File: src/rtl/blk_mem_arbiter.sv
// Round-robin arbiter sharing one block-memory port between an I-side reader
// and a D-side reader/writer, with per-access timeout/retry and a drain mode.
module blk_mem_arbiter #(
  parameter int ADDR_W  = 32,
  parameter int BLK_W   = 256,
  parameter int TIMEOUT = 64
) (
  input  logic              CLK,
  input  logic              RESET,
  input  logic              i_req,
  input  logic [ADDR_W-1:0] i_addr,
  output logic [BLK_W-1:0]  i_data,
  output logic              i_valid,
  input  logic              d_req,
  input  logic              d_we,
  input  logic [ADDR_W-1:0] d_addr,
  input  logic [BLK_W-1:0]  d_wdata,
  output logic [BLK_W-1:0]  d_data,
  output logic              d_valid,
  output logic [ADDR_W-1:0] mem_addr,
  output logic              mem_rd,
  output logic              mem_wr,
  output logic [BLK_W-1:0]  mem_wdata,
  input  logic [BLK_W-1:0]  mem_rdata,
  input  logic              mem_rd_valid,
  input  logic              mem_wr_valid,
  input  logic              sys_drain,
  output logic              drained,
  output logic              busy,
  output logic              timeout_err
);

  localparam int CNT_W = $clog2(TIMEOUT + 1);
  localparam logic [CNT_W-1:0]  CNT_LAST  = CNT_W'(TIMEOUT - 1);
  localparam logic [ADDR_W-1:0] ADDR_MASK = ~ADDR_W'(31);

  typedef enum logic [1:0] {IDLE, ACCESS, RETRY, RESP} state_t;

  state_t            state;
  logic              owner_d;
  logic              op_we;
  logic              last_d;
  logic [ADDR_W-1:0] addr_q;
  logic [BLK_W-1:0]  wdata_q;
  logic [CNT_W-1:0]  cnt;

  logic              i_elig;
  logic              grant_any;
  logic              grant_d;
  logic              sel_we;
  logic [ADDR_W-1:0] sel_addr;
  logic              match;

  // D wins a tie unless D was the last requester granted.
  assign i_elig    = i_req & ~sys_drain;
  assign grant_any = d_req | i_elig;
  assign grant_d   = d_req & (~i_elig | ~last_d);
  assign sel_we    = grant_d & d_we;
  assign sel_addr  = grant_d ? d_addr : i_addr;
  assign match     = op_we ? mem_wr_valid : mem_rd_valid;

  assign mem_addr  = addr_q;
  assign mem_wdata = wdata_q;
  assign busy      = (state != IDLE);
  // Gated by reset so every output reads 0 while reset is held.
  assign drained   = RESET & sys_drain & (state == IDLE) & ~d_req;

  always_ff @(posedge CLK or negedge RESET) begin
    if (!RESET) begin
      state       <= IDLE;
      owner_d     <= 1'b0;
      op_we       <= 1'b0;
      last_d      <= 1'b0;
      addr_q      <= '0;
      wdata_q     <= '0;
      cnt         <= '0;
      mem_rd      <= 1'b0;
      mem_wr      <= 1'b0;
      i_valid     <= 1'b0;
      d_valid     <= 1'b0;
      i_data      <= '0;
      d_data      <= '0;
      timeout_err <= 1'b0;
    end else begin
      i_valid <= 1'b0;
      d_valid <= 1'b0;
      case (state)
        IDLE: begin
          if (grant_any) begin
            owner_d <= grant_d;
            last_d  <= grant_d;
            op_we   <= sel_we;
            addr_q  <= sel_addr & ADDR_MASK;
            if (grant_d) wdata_q <= d_wdata;
            cnt     <= '0;
            mem_rd  <= ~sel_we;
            mem_wr  <= sel_we;
            state   <= ACCESS;
          end
        end
        ACCESS: begin
          if (match) begin
            mem_rd <= 1'b0;
            mem_wr <= 1'b0;
            if (!op_we) begin
              if (owner_d) d_data <= mem_rdata;
              else         i_data <= mem_rdata;
            end
            if (owner_d) d_valid <= 1'b1;
            else         i_valid <= 1'b1;
            state <= RESP;
          end else if (cnt == CNT_LAST) begin
            timeout_err <= 1'b1;
            mem_rd      <= 1'b0;
            mem_wr      <= 1'b0;
            cnt         <= '0;
            state       <= RETRY;
          end else begin
            cnt <= cnt + 1'b1;
          end
        end
        RETRY: begin
          mem_rd <= ~op_we;
          mem_wr <= op_we;
          cnt    <= '0;
          state  <= ACCESS;
        end
        RESP: begin
          state <= IDLE;
        end
        default: state <= IDLE;
      endcase
    end
  end

endmodule

File: config.mk
export PLATFORM = sky130hd
export DESIGN_NAME = blk_mem_arbiter
export DESIGN_NICKNAME = d
export VERILOG_FILES = /design/src/rtl/blk_mem_arbiter.sv
export SDC_FILE = /design/constraint.sdc
export NUM_CORES = 1
export LEC_CHECK = 0
export ABC_AREA = 1
export CORE_AREA = 4 4 534 536
export CTS_CLUSTER_SIZE = 8
export DETAILED_ROUTE_END_ITERATION = 6
export DIE_AREA = 0 0 538 540
export PLACE_DENSITY = 0.39
export SLEW_MARGIN = 20
export SYNTH_ARGS = -nofsm -noshare
export SYNTH_HDL_FRONTEND = slang
export SYNTH_SLANG_ARGS = --single-unit
File: constraint.sdc
create_clock -name CLK -period 3.95 [get_ports CLK]
set_input_delay 0.395 -clock CLK [delete_from_list [all_inputs] [get_ports CLK]]
set_output_delay 0.395 -clock CLK [all_outputs]
set_load 0.05 [all_outputs]
# == Yosys cells after proc, flatten, opt, wreduce, memory -nomap -nowiden ==
# Cells that the tools add are included.
# word_totals
register_bits,811
latchBits,0
ram_bits,0
mem_bits_ro,0
in_bits,584
out_inout_bits,807
word_cells,69
memories,0
# classes
add_sub_neg,1
multipliers,0
n_div,0
magnitude_cmp,0
n_eq_ne,7
n_shift,0
mux,22
bitwise_logic,15
n_reduce_logical,11
# ops
op,n
32-bit 2-to-1 mux,1
7-bit 2-to-1 mux,3
7-bit case mux with 3 select lines,1
3-bit AND reduction,4
1-bit 2-to-1 mux,11
2-bit case mux with 4 select lines,1
4-bit AND reduction,2
7-bit by 1-bit adder with 7-bit output (second input constant),1
7-bit by 6-bit == test with 1-bit output (second input constant),1
1-bit NOT,7
1-bit AND,6
2-bit 2-to-1 mux,3
1-bit case mux with 3 select lines,2
2-bit == test (second input constant),2
2-bit != test (second input constant),2
2-bit AND reduction,2
3-bit != test (second input constant),1
3-bit nonzero test,1
2-bit by 1-bit == test with 1-bit output (second input constant),1
2-bit zero test,1
1-bit OR,2
2-bit nonzero test,1

# == Logic depth before layout (Yosys ltp) ==
# Gate-level depths: netlist (run 1).
# logic_depth
word_depth,9
depth_mapped,11
depth_no_buf,11

# == Worst setup path after synthesis (run 1) ==
# OpenSTA, ideal clock, no wires.
# synth_timing
kind,register to register
start,register state[0]
end,register cnt[3]
setup_ps,117
t_arrival_ps,1802
required_time_ps,3833
slack_ps,2030
path_stages_with_launch,11
n_path_buf,0
synth_period_minus_slack_ps,1920
path_cell_list,dfrtp_1 -> inv_1 -> ha_1 -> inv_1 -> nor2_1 -> nand2_1 -> nand2_1 -> nor2_1 -> inv_1 -> nand2_1 -> nand2_1
# synth_via
elab_chain_cells,3
word_cells_on_any_way,8
classes_between,eq/ne (4); mux (1); reduce/logical (3)
# synth_rtl
item,line,text
from (decl),39,state_t state;
from (signal assigned),70,state <= IDLE;
from (signal assigned),98,state <= ACCESS;
from (signal assigned),111,state <= RESP;
"2-bit by 1-bit == test with 1-bit output, or another cell as far along",87,case (state)
2-bit != test (no source line) or 3-bit nonzero test (tied branches),--,
3-bit AND reduction (no source line),--,
to (signal assigned),119,cnt <= cnt + 1'b1;
to (decl),45,logic [CNT_W-1:0] cnt;
# Parallel ways exist; a longest one is shown, timed or not.
# A chain may end at the register's enable or synchronous reset.

# == Worst setup path in the final report (run 1) ==
# layout_timing
start,register state[0]
end,output busy
# layout_via
elab_chain_cells,1
# layout_rtl
item,line,text
2-bit nonzero test,64,assign busy = (state != IDLE);
to (decl),29,"output logic busy,"
# No other way between the ends.

==> Flow_metrics.wiki, run 1 <==
{| class="wikitable"
! Metric !! Value
|-
| Max Buffers Root-to-Sink || 4
|-
| Maximum resistive drop on vdd || about 540 uV
|-
| EDFF count, synth || 0
|-
| Critical path, cell by cell || inv_1 > ha_1 > inv_1 > clkdlybuf4s50_1
|-
| Proportion of synthesized flip-flops having asynchronous set or reset || 100%
|-
| Endpoint type of the worst setup path || output port
|-
| Wire length of the first global-routing pass || 259,000 um
|-
| Slew at the pin closest to its max-slew limit || roughly 1.1 ns
|-
| Overall die height || ~540 um
|-
| Standby leakage power || approximately 24 nW
|-
| Drt first-iter violations || 1,465
|-
| Die X-Extent || between 500 and 600 um
|-
| HPWL after DPL || around 160,000 um
|-
| Synth Flop Type || dfrtp_1
|-
| Number of standard cells in the layout, taps in and fillers out || ~8,500
|-
| Number of cells on the worst reg-to-reg path || 9
|-
| Number of synthesized register bits || 811
|-
| Via count of the first global-routing pass || approximately 29,000
|-
| Gpl congestion || around 0.95
|-
| Maximum frequency from static timing analysis || 323 MHz
|-
| CP Max Fanout || 5
|-
| Worst setup slack after layout || 0.851 ns
|-
| Total congestion overflow after global routing || 0
|-
| Final Critical Period || around 3.1 ns
|-
| Slew HR || around 29%
|-
| Count of synthesis-stage warnings from yosys || 0
|-
| Cell total after placement || 8,279
|-
| Longest individual stage delay on the worst path || 0.98 ns
|-
| Post-synthesis instance area || 31,500 um2
|-
| Net count of the finished layout || 5,259
|-
| Tot Pwr || 0.0545 W
|-
| Arr. time, crit path || about 2.7 ns
|-
| Global-route total usage across every layer || roughly an eighth
|-
| Total of endpoints with negative setup slack in the final report || 0
|-
| Final Cycle Share || between 70% and 80%
|-
| TritonCTS buffer count || 120
|-
| Hold Vio Cnt, Final || 0
|-
| DRT Pass-1 Iters || 7
|-
| Slew Viols, Final || 0
|-
| Clock Latency Late Sink || about 0.81 ns
|-
| Power density of the placed cells || roughly 1000 nW/um2
|-
| Remaining routing DRC violations || 0
|-
| Area share of the largest cell type after synthesis || about 64%
|-
| Kind of path behind the tightest hold check || primary input to flip-flop
|-
| DRT Wirelength || ~200,000 um
|-
| Mean instance size in the synthesized netlist || approximately 9.6 um2
|-
| Hold-critical path depth || 3
|-
| Area contributors post-synth || dfrtp_1 64%, nand2_1 16%, o21ai_1 6.0%
|-
| Vias after detailed routing || between 20,000 and 30,000
|-
| Clock transition at the registers of the reported paths || 0.05 ns
|-
| CTS tree || done
|-
| Total number of clock tree sinks || about 800
|-
| Most used cell along the critical path || inv_1
|-
| Number of violations of the max-capacitance limit || 0
|-
| Clk_skew || about 0.066 ns
|-
| Average wire per standard cell || 23.3 um
|-
| Startpoint Class || flip-flop
|-
| Fraction of layout instances using a drive strength above 1 || roughly 6.4%
|-
| Worst endpoint required time || about 3.6 ns
|-
| Num ports || between 1,000 and 1,500
|-
| Area leader, netlist || dfrtp_1
|-
| Count of standard-cell rows || between 150 and 200
|-
| Total negative slack for setup checks || 0 ns
|-
| Die Outline Area || ~290,000 um2
|-
| Post-detailed-route count of antenna-violating nets || 0
|-
| Post-placement worst setup slack || between 1 and 1.5 ns
|-
| Cell chosen for the clock root || clkbuf_16
|-
| Layout area overhead || 67.6%
|-
| Utilization of the core after routing || between 10% and 20%
|-
| Seq/Total Area, Yosys || approximately 64%
|-
| Maximum number of pins on one net before global-route repair || 155
|-
| CTS H-tree depth || 3
|-
| Area of the core || around 280,000 um2
|-
| Yosys cell types || 25
|-
| Number of instances in the synthesized netlist || ~3,300
|-
| Run status || completed
|-
| # port buffers || about 1,400
|-
| CP max stage cell || clkdlybuf4s50_1
|-
| Number of antenna violations at the first check in global routing || approximately 140
|-
| Via density per instance || roughly 3.3
|-
| Post-CTS Setup Bufs || 0
|-
| CP Class || flip-flop to output port
|-
| Starting density of the core || between 10 and 15%
|-
| Setup repair after global routing missed its margin || no
|}
==> placed cells by master, fill, tap and decap left out, types with 6 or more instances in the layout <==
| cell | Yosys | final |
|---|---|---|
| buf_12 | 0 | 18 |
| buf_4 | 8 | 55 |
| clkbuf_1 | 17 | 10 |
| clkbuf_16 | 0 | 120 |
| clkbuf_8 | 0 | 6 |
| clkdlybuf4s50_1 | 0 | 1368 |
| dfrtp_1 | 811 | 811 |
| diode_2 | 0 | 37 |
| dlygate4sd3_1 | 0 | 12 |
| inv_1 | 278 | 278 |
| nand2_1 | 1352 | 1352 |
| nand3_1 | 13 | 13 |
| nor2_1 | 40 | 39 |
| o21ai_0 | 110 | 110 |
| o21ai_1 | 380 | 380 |
| o21ai_2 | 84 | 84 |
==> worst max-delay path, delay by kind of cell (launching register included) <==
kind                     cells  cell delay, ns
buffers and inverters        3            1.28
adder cells (fa/ha/maj)      1            0.22
flip-flops                   1            0.39
==> synthesized netlist by cell type, types with 4 or more instances <==
| cell | n |
|---|---|
| o21ai_0 | 110 |
| nand3_1 | 13 |
| inv_1 | 278 |
| a21oi_1 | 4 |
| clkbuf_1 | 17 |
| buf_4 | 8 |
| nor2_1 | 40 |
| o21ai_1 | 380 |
| ha_1 | 5 |
| o21ai_2 | 84 |
| buf_2 | 68 |
| buf_6 | 90 |
| nand2_1 | 1352 |
| dfrtp_1 | 811 |
==> routing by layer <==
metal  track usage, %  wire length (um)  vias up
li1                 -                 -    13000
met1             13.0             67400    13000
met2             21.9             94600     1309
met5                0               812        -
met4             5.70              8540      124
met3             7.46             26500      395
==> layout make-up <==
class	count	area [um2]
Fill cell	31200	228000
Antenna cell	37	92.6
Tap cell	3743	4680
Clock buffer	136	3120
Sequential cell	811	20300
Inverter	280	1060
Timing Repair Buffer	1455	14600
Clock inverter	10	226
Multi-Input combinational cell	2002	8670
==> repair_timing <==
action                                  CTS  global route
endpoints found under the setup margin    0             0
gates resized for setup                   0             0
hold buffers                             12             0
hold endpoints to repair                 59             0
==> kinds of logic after synthesis <==
| kind of cell | share of synthesized area, % |
|---|---|
| other | 0.0119 |
| flip-flops | 64.5 |
| adder cells (fa/ha/maj) | 0.199 |
| buffers and inverters | 8.06 |
| AO/OA/AOI/OAI | 10.2 |
| AND/OR/NAND/NOR | 17.0 |
| XOR/XNOR | 0.0278 |
==> state kept, by name (all words and copies together), names as in the netlist <==
signal / flops
cnt: 7
d_data: 256
d_valid: 1
i_data: 256
i_valid: 1
last_d: 1
mem_addr: 27
mem_rd: 1
mem_wdata: 256
mem_wr: 1
op_we: 1
state: 2
timeout_err: 1
==> through the flow <==
step | cell area [um2] | hold slack, ns
final | 52800 | 0.105
after global routing | 52700 | 0.0498
after CTS | 52700 | 0.000434
after detailed placement | 49200 | 0.428
after global placement | 49200 | 0.426
after floorplan | 31500 | 0.0994
==> report_power, final <==
part | internal [W] | leakage (nW) | switching, W | total [W]
Combinational | 0.00884 | 11.9 | 0.0215 | 0.0304
Sequential | 0.0121 | 10.2 | 0.00235 | 0.0145
Clock | 0.00578 | 1.64 | 0.00387 | 0.00965
Total | 0.0268 | 23.7 | 0.0277 | 0.0545
==> path summary, 6_finish.rpt <==
| kind | start | to | slack, ns |
|---|---|---|---|
| hold / removal | d_wdata[97] | mem_wdata[97] | 0.10 |
| hold reg to reg | mem_wdata[32] | mem_wdata[32] | 0.47 |
| setup reg to reg | state[1] | d_data[114] | 1.15 |
| setup / recovery | state[0] | busy | 0.85 |
| max in group asynchronous | RESET | mem_wdata[152] | 2.23 |
| min in group asynchronous | RESET | mem_wdata[166] | 0.15 |
Power figures use the tool's default switching activity.
==> inputs of run 2 (changes only) <==
- clock period: 3.95 -> 3.1 ns (I/O delays scaled with it)
==> run 2 against run 1 <==
- wire length is 0.38% higher
- design area grew 4.5%
- die area unchanged
- clock power rose by 25%
- sequential share of layout area shrank 1.7 points
- flip-flop and latch count is the same
- first-iteration DRC count up 18%
- largest cell class unchanged
==> Flow_metrics.wiki, run 2 (same netlist as run 1, synthesis figures left out) <==
{| class="wikitable"
! Metric !! Value
|-
| Die X-Extent || approximately 540 um
|-
| Total number of clock tree sinks || between 800 and 900
|-
| Slew HR || 37.2%
|-
| Commonest cells after routing, fill and taps aside || 1,367 x clkdlybuf4s50_1, 1,352 x nand2_1, 811 x dfrtp_1, 380 x o21ai_1, 278 x inv_1
|-
| Setup slack of the worst register-to-register path || about 0.53 ns
|-
| Global-route total usage across every layer || about an eighth
|-
| CTS H-tree depth || 3
|-
| Max Buffers Root-to-Sink || 4
|-
| Post-cts gate resize count || 0
|-
| Remaining routing DRC violations || 0
|-
| Post-CTS Setup Bufs || 0
|-
| Post-detailed-route count of antenna-violating nets || 0
|-
| Run status || completed
|-
| Total negative slack for setup checks || 0 ns
|-
| CTS tree || done
|-
| Clock Latency Late Sink || 0.81 ns
|-
| Standby leakage power || ~25 nW
|-
| Final Critical Period || 2.69 ns
|-
| Arr. time, crit path || about 2.4 ns
|-
| Count of standard-cell rows || about 200
|-
| Clk_skew || around 0.057 ns
|-
| Endpoint type of the worst setup path || output port
|-
| Vias after detailed routing || 28,700
|-
| Cell chosen for the clock root || clkbuf_16
|-
| Clock network fraction of total power || around 17%
|-
| Overall die height || between 500 and 600 um
|-
| NetSw || about 0.036 W
|-
| Maximum number of pins on one net before global-route repair || 146
|-
| Wire length of the first global-routing pass || between 200,000 and 300,000 um
|-
| Longest individual stage delay on the worst path || 1.02 ns
|-
| DRT Wirelength || 199,000 um
|-
| Number of violations of the max-capacitance limit || 0
|-
| Dominant delay contributor by cell family on the critical path || buffers and inverters
|-
| Commonest non-fill, non-tap cell in the layout || clkdlybuf4s50_1
|-
| Drt first-iter violations || between 1,500 and 2,000
|-
| WP buf/inv || 1
|-
| Kind of path behind the tightest hold check || primary input to asynchronous set/reset pin
|-
| Sw Share || 51.1%
|-
| CP Max Fanout || 2
|-
| Slew Viols, Final || 0
|-
| Total congestion overflow after global routing || 0
|-
| Final Cycle Share || 86.8%
|-
| Number of standard cells in the layout, taps in and fillers out || 8,716
|-
| Gpl congestion || roughly 0.92
|-
| Number of antenna violations at the first check in global routing || roughly 120
|-
| Setup repair after global routing missed its margin || no
|-
| Via density per instance || between 3 and 4
|-
| Num ports || roughly 1,400
|-
| CP max stage cell || clkdlybuf4s50_1
|-
| Sequential cell fraction of total power || about a quarter
|-
| # port buffers || 1,375
|-
| Via count of the first global-routing pass || 29,500
|-
| CP Class || flip-flop to output port
|-
| Area of the core || 281,000 um2
|-
| Layout area overhead || 75.1%
|-
| Worst endpoint required time || roughly 2.8 ns
|-
| Critical path, cell by cell || clkdlybuf4s50_1
|-
| Net count of the finished layout || 5,499
|-
| Worst R2R End || d_data[127]
|-
| Slew at the pin closest to its max-slew limit || 0.939 ns
|-
| Hold Vio Cnt, Final || 0
|-
| Cell total after placement || about 8,300
|-
| Power density of the placed cells || between 1000 and 1500 nW/um2
|-
| Starting density of the core || 11.2%
|-
| TritonCTS buffer count || 120
|-
| Combinational power share || a little under three fifths
|-
| Total of endpoints with negative setup slack in the final report || 0
|-
| Number of cells on the worst reg-to-reg path || 9
|-
| Average wire per standard cell || ~23 um
|-
| DRT Pass-1 Iters || 5
|-
| Clock transition at the registers of the reported paths || 0.05 ns
|-
| HPWL after DPL || about 160,000 um
|-
| Die Outline Area || between 200,000 and 300,000 um2
|-
| Hold-fix buffer count after cts || around 250
|-
| Internal power summed over all cells || 0.0340 W
|-
| Tot Pwr || ~0.070 W
|-
| Launching point of the worst reg2reg path || state[1]
|-
| Maximum resistive drop on vdd || 509 uV
|-
| Fraction of layout instances using a drive strength above 1 || a little over 6%
|-
| Maximum frequency from static timing analysis || 372 MHz
|-
| Startpoint Class || flip-flop
|}
[run 2: cell types whose count changed in the layout (fill, tap and decap cells not counted), moves of 2 or more]
cell / change
bufinv_16: -3
clkinv_2: +3
dlygate4sd3_1: +234
buf_12: +7
diode_2: +3
clkbuf_8: -4
clkinvlp_4: +2
[run 2: worst max-delay path by stage]
stage                         from             end  slack (ns)  cells past startpoint
floorplan                 state[0]          cnt[3]        1.18                     10
global placement          state[1]      d_data[82]        0.59                      9
detailed placement        state[1]     d_data[113]        0.55                      9
CTS                 mem_wdata[217]  mem_wdata[217]        0.09                      1
global route        mem_wdata[217]  mem_wdata[217]        0.14                      1
finish              mem_wdata[217]  mem_wdata[217]        0.41                      1
[run 2: layer usage]
metal	vias up	share of wire, %	track usage [%]
li1	13500	-	-
met1	13500	38	14.4
met2	1235	49	23.1
met3	320	9.7	5.24
met4	70	3.3	3.85
met5	-	0.22	0
[run 2: power by group through the flow]
stage	registers [W]	logic [W]	clock network, W
5_1_grt	0.0192	0.0409	0.0131
6_report	0.0186	0.0390	0.0121
2_1_floorplan	0.0346	0.00706	0
3_3_place_gp	0.0186	0.0393	0
4_1_cts	0.0186	0.0397	0.0127
3_5_place_dp	0.0187	0.0393	0
[run 2: through the flow]
step	hold WS [ns]	setup WS [ns]	instance area (um2)	utilization, %
after floorplan	0.0144	1.18	31500	-
after global placement	0.354	0.588	49300	17.6
after detailed placement	0.349	0.550	49300	17.6
after CTS	0.000110	0.0877	55000	19.6
after global routing	0.0248	0.141	55100	19.6
final	0.0584	0.410	55100	19.6
[run 2: layout make-up]
cell class / instances / area (um2)
flip-flops and latches: 811 / 20300
multi-input cells: 2002 / 8670
well taps: 3743 / 4680
repair buffers: 1695 / 17100
clock inverters: 11 / 150
inverters: 280 / 1060
fillers: 31000 / 226000
diodes: 40 / 100
clock buffers: 134 / 3100
